[src/rtl/led_request_sequencer.sv]
// Fixed-priority time-sharing of one status LED: grants a requester, plays its
// n-flash blink code on a prescaled tick, appends a dark gap, then pulses done.
`timescale 1ns/1ps
module led_request_sequencer #(
  parameter int CLK_HZ    = 25000000,
  parameter int TICK_HZ   = 10,
  parameter int N_REQ     = 4,
  parameter int CNT_W     = 4,
  parameter int GAP_TICKS = 5
) (
  input  logic                   clk,
  input  logic                   rst_n,
  input  logic [N_REQ-1:0]       req,
  input  logic [N_REQ*CNT_W-1:0] count,
  output logic [N_REQ-1:0]       grant,
  output logic                   busy,
  output logic                   done,
  output logic                   led_out
);
  localparam int DIV    = CLK_HZ / TICK_HZ;
  localparam int PCNT_W = (DIV > 1) ? $clog2(DIV) : 1;
  localparam int GAP_W  = $clog2(GAP_TICKS + 1);
  localparam logic [PCNT_W-1:0] PCNT_MAX = PCNT_W'(DIV - 1);
  localparam logic [GAP_W-1:0]  GAP_LAST = GAP_W'(GAP_TICKS - 1);

  typedef enum logic [1:0] {S_IDLE, S_ON, S_OFF, S_GAP} state_e;

  state_e             state_q, state_d;
  logic [PCNT_W-1:0]  pcnt_q, pcnt_d;
  logic [CNT_W-1:0]   remaining_q, remaining_d;
  logic [GAP_W-1:0]   gap_q, gap_d;
  logic [N_REQ-1:0]   grant_q, grant_d;
  logic               busy_q, busy_d;
  logic               done_q, done_d;
  logic               led_q, led_d;

  logic               tick;
  logic               win_valid;
  logic [N_REQ-1:0]   win_oh;
  logic [CNT_W-1:0]   win_cnt;

  assign tick = (pcnt_q == PCNT_MAX);

  // Lowest-index requester with a non-zero count wins.
  always_comb begin
    // NOTE: every combinationally assigned signal gets a default first, so no path leaves it unassigned and no latch is inferred.
    win_valid = 1'b0;
    win_oh    = '0;
    win_cnt   = '0;
    for (int k = 0; k < N_REQ; k++) begin
      if (!win_valid && req[k] && (count[k*CNT_W +: CNT_W] != '0)) begin
        win_valid = 1'b1;
        win_oh[k] = 1'b1;
        win_cnt   = count[k*CNT_W +: CNT_W];
      end
    end
  end

  always_comb begin
    state_d     = state_q;
    remaining_d = remaining_q;
    gap_d       = gap_q;
    pcnt_d      = tick ? '0 : pcnt_q + PCNT_W'(1);
    case (state_q)
      S_IDLE: begin
        if (win_valid) begin
          state_d     = S_ON;
          remaining_d = win_cnt;
          pcnt_d      = '0;   // phase boundaries align to the grant cycle
        end
      end
      S_ON: if (tick) state_d = S_OFF;
      S_OFF: begin
        if (tick) begin
          if (remaining_q == CNT_W'(1)) begin
            state_d = S_GAP;
            gap_d   = '0;
          end else begin
            state_d     = S_ON;
            remaining_d = remaining_q - CNT_W'(1);
          end
        end
      end
      S_GAP: begin
        if (tick) begin
          if (gap_q == GAP_LAST) state_d = S_IDLE;
          else                   gap_d   = gap_q + GAP_W'(1);
        end
      end
      default: state_d = S_IDLE;
    endcase
  end

  // Outputs are the registered image of the next state, so nothing is combinational to the pins.
  always_comb begin
    led_d   = (state_d == S_ON);
    busy_d  = (state_d != S_IDLE);
    done_d  = (state_q == S_GAP) && (state_d == S_IDLE);
    grant_d = grant_q;
    if (state_d == S_IDLE)      grant_d = '0;
    else if (state_q == S_IDLE) grant_d = win_oh;
  end

  always_ff @(posedge clk or negedge rst_n) begin
    if (!rst_n) begin
      state_q     <= S_IDLE;
      pcnt_q      <= '0;
      remaining_q <= '0;
      gap_q       <= '0;
      grant_q     <= '0;
      busy_q      <= 1'b0;
      done_q      <= 1'b0;
      led_q       <= 1'b0;
    end else begin
      // NOTE: non-blocking assignments let every flop sample the pre-edge value of the others.
      state_q     <= state_d;
      pcnt_q      <= pcnt_d;
      remaining_q <= remaining_d;
      gap_q       <= gap_d;
      grant_q     <= grant_d;
      busy_q      <= busy_d;
      done_q      <= done_d;
      led_q       <= led_d;
    end
  end

  assign grant   = grant_q;
  assign busy    = busy_q;
  assign done    = done_q;
  assign led_out = led_q;
endmodule

[config.mk]
export PLATFORM = sky130hd
export DESIGN_NAME = led_request_sequencer
export DESIGN_NICKNAME = d
export VERILOG_FILES = /design/src/rtl/led_request_sequencer.sv
export SDC_FILE = /design/constraint.sdc
export NUM_CORES = 1
export LEC_CHECK = 0
export ABC_AREA = 0
export CAP_MARGIN = 20
export CORE_MARGIN = 2
export CORE_UTILIZATION = 30
export DETAILED_ROUTE_END_ITERATION = 8
export GPL_ROUTABILITY_DRIVEN = 0
export SKIP_LAST_GASP = 1
export SLEW_MARGIN = 5
export SYNTH_ARGS = -nofsm -noshare
export SYNTH_HDL_FRONTEND = slang
export SYNTH_SLANG_ARGS = --single-unit
[constraint.sdc]
create_clock -name clk -period 5.7 [get_ports clk]
set_input_delay 0.57 -clock clk [delete_from_list [all_inputs] [get_ports clk]]
set_output_delay 0.57 -clock clk [all_outputs]
set_load 0.05 [all_outputs]
==> impl_results.md <==
- CP cell instances: clkdlybuf4s50_1 > o41ai_2 > and3_1 > a21oi_2 > a31oi_4 > a21oi_1 > o22a_1
- Peak supply drop: 0.1609 mV
- Die area: 0.007719 sq mm
- Synthesis-to-finish area growth: 23.96%
- Most common cell after layout, fill and taps aside: dfrtp_1
- Final ANT Viol Nets: 0
- Cell Count, Final, Fillers Out: 344
- Post-DP Area: 0.002472 sq mm
- Pwr Total: 0.7140 mW
- Synth cell types: 51
- CP Class: in -> reg
- Cts bufs inserted: 5
- Mapped Cells: 217
- Crit path largest cell delay: 0.73 ns
- Worst setup skew after layout: 0.008519 ns
- Final WL: 4424 um
- WL/cell: 12.86 um
- EDFF count, synth: 0
- First-pass GRT wire length: 7452 um
- Most frequent cells in the layout: dfrtp_1, nor2_1, clkdlybuf4s50_1
- Detailed Routing Iterations Pass 1: 5
- CTS tree: done
- Post-CTS Setup Bufs: 0
- GRT Total Usage: 12.15%
- Pwr per Cell Area: 273.0 mW/mm^2
- DR vias/cell: 4.904
- Pins over their slew limit: 0
- Worst path required time: 5.88 ns
- Minimum clock period: 2.625 ns
- Die span in y: 87.86 um
- Io pins: 29
- CP max-delay cell: o41ai_2
- CTS Hold Bufs: 0
- Antenna diodes: 0
- Detailed Route Iter0 Violations: 104
- Setup TNS: 0 ns
- Crit Path Max Fanout: 8
- Core area: 0.006794 sq mm
- Synth Register Bits: 38
- Period utilisation layout: 46.06%
- CP delay by family, top: compound AO/OA/AOI/OAI gates
- Minimum hold slack: 0.3807 ns
- Crit path launch type: primary input
- Lkg Pwr: 1.103 nW
- Worst hold path type: in -> async
- Final worst setup slack: 3.075 ns
- Mean post-synth cell area: 9.721 sq um
- Max_slew headroom: 43.72%
- Filler cells: 687
- Fin area: 0.002615 sq mm
- Setup crit end kind: flip-flop
- Post-cts repair resize count: 0
- Num rows: 30
- Max-Cap Viols: 0
- CP bufs+invs: 1
- Mapped Area: 0.002110 sq mm
- RSZ-0062 raised after global routing: false
- CTS root buf: clkbuf_8
- Final Util: 38.49%
- Syn nets: 244
- Placed insts: 336
- Fmax: 0.3809 GHz
- Worst skew pair latency: 0.29 ns
- Final hold viol count: 0
- DP Wirelength: 3122 um
- Pin count of the biggest net entering global routing: 39
- Grt ovf: 0
- Htree depth: 2
- DRC Markers: 0
- Vias: 1687
- Final nets: 274
- Initial antenna violation count: 0
- Synth warn: 0
- Setup violators final: 0
- Bufs on Longest Clock Path: 2
- Starting density of the core: 31.05%
- Arrival time worst endpoint: 2.80 ns
- Worst-margin pin slew: 0.8442 ns
- Clk slew on worst S/H paths: 0.08 ns
- Seq/Total Area, Yosys: 45.08%
- Pre-CTS WS: 2.817 ns
- Die Width: 87.86 um
- Vias in the first global route: 1619
- Port buffer count: 28
- Main synth FF type: dfrtp_1
- CTS sink cnt: 38
- Synth async-reset ratio: 100.0%
- Layout cells sized above 1: 8.065%
- Status: complete, no violations
==> layer usage <==
metal  share of wire, %  track usage, %  routed length, um  up-vias
li1                   -               -                  -      846
met1                 50           17.05               2198      789
met2                 43           18.60               1894       50
met3                7.0           3.205                308        2
met4               0.50           3.357                 22        0
met5                  0               0                  0        -
==> kinds of logic (layout without fill, tap and decap cells) <==
| kind of cell | after synthesis | in the layout | synth area share, % |
|---|---|---|---|
| buffers and inverters | 15 | 46 | 3.322 |
| XOR/XNOR | 20 | 20 | 8.304 |
| multiplexers | 1 | 1 | 0.4745 |
| adder cells (fa/ha/maj) | 5 | 5 | 2.966 |
| flip-flops | 38 | 38 | 45.08 |
| AO/OA/AOI/OAI | 39 | 39 | 15.24 |
| AND/OR/NAND/NOR | 99 | 99 | 24.62 |
==> cell usage after synthesis, types with 5 or more instances <==
| library cell | n | area (sq um) |
|---|---|---|
| a21oi_1 | 5 | 25.02 |
| a32oi_1 | 5 | 43.79 |
| and3_1 | 5 | 31.28 |
| dfrtp_1 | 38 | 950.9 |
| ha_1 | 5 | 62.56 |
| inv_1 | 10 | 37.54 |
| nand2_1 | 22 | 82.58 |
| nand3_1 | 15 | 75.07 |
| nand4_1 | 7 | 43.79 |
| nor2_1 | 28 | 105.1 |
| o21ai_0 | 5 | 25.02 |
| xnor2_1 | 7 | 61.31 |
| xor2_1 | 13 | 113.9 |
==> registers in the layout, indices dropped and copies added, names as in the netlist <==
| register | flops |
|---|---|
| grant | 4 |
| done | 1 |
| state_q | 2 |
| gap_q | 3 |
| remaining_q | 4 |
| led_out | 1 |
| busy | 1 |
| pcnt_q | 22 |
==> power by group <==
part / switching (mW) / internal, mW / leakage, nW
combinational: 0.0521 / 0.0477 / 0.540
clock: 0.0975 / 0.187 / 0.0714
sequential: 0.0304 / 0.300 / 0.492
total: 0.180 / 0.534 / 1.10
==> final cells by class <==
cell class	instances	area, sq um	area share (%)
well taps	96	120.1	4.593
repair buffers	28	275.3	10.53
clock buffers	6	82.58	3.158
multi-input cells	164	1089	41.63
inverters	10	37.54	1.435
clock inverters	2	60.06	2.297
flip-flops and latches	38	950.9	36.36
==> worst paths after layout <==
check	start	end	slack, ns	depth (start not counted)
setup / recovery	count[3]	remaining_q[2]$_DFFE_PN0P_	3.07	7
hold / removal	rst_n	led_out$_DFF_PN0_	0.38	1
setup reg to reg	pcnt_q[9]$_DFF_PN0_	grant[2]$_DFFE_PN0P_	3.43	5
hold reg to reg	remaining_q[1]$_DFFE_PN0P_	remaining_q[1]$_DFFE_PN0P_	0.50	1
max in group asynchronous	rst_n	pcnt_q[4]$_DFF_PN0_	4.79	1
min in group clk	remaining_q[1]$_DFFE_PN0P_	remaining_q[1]$_DFFE_PN0P_	0.50	1
Power figures use the tool's default switching activity.
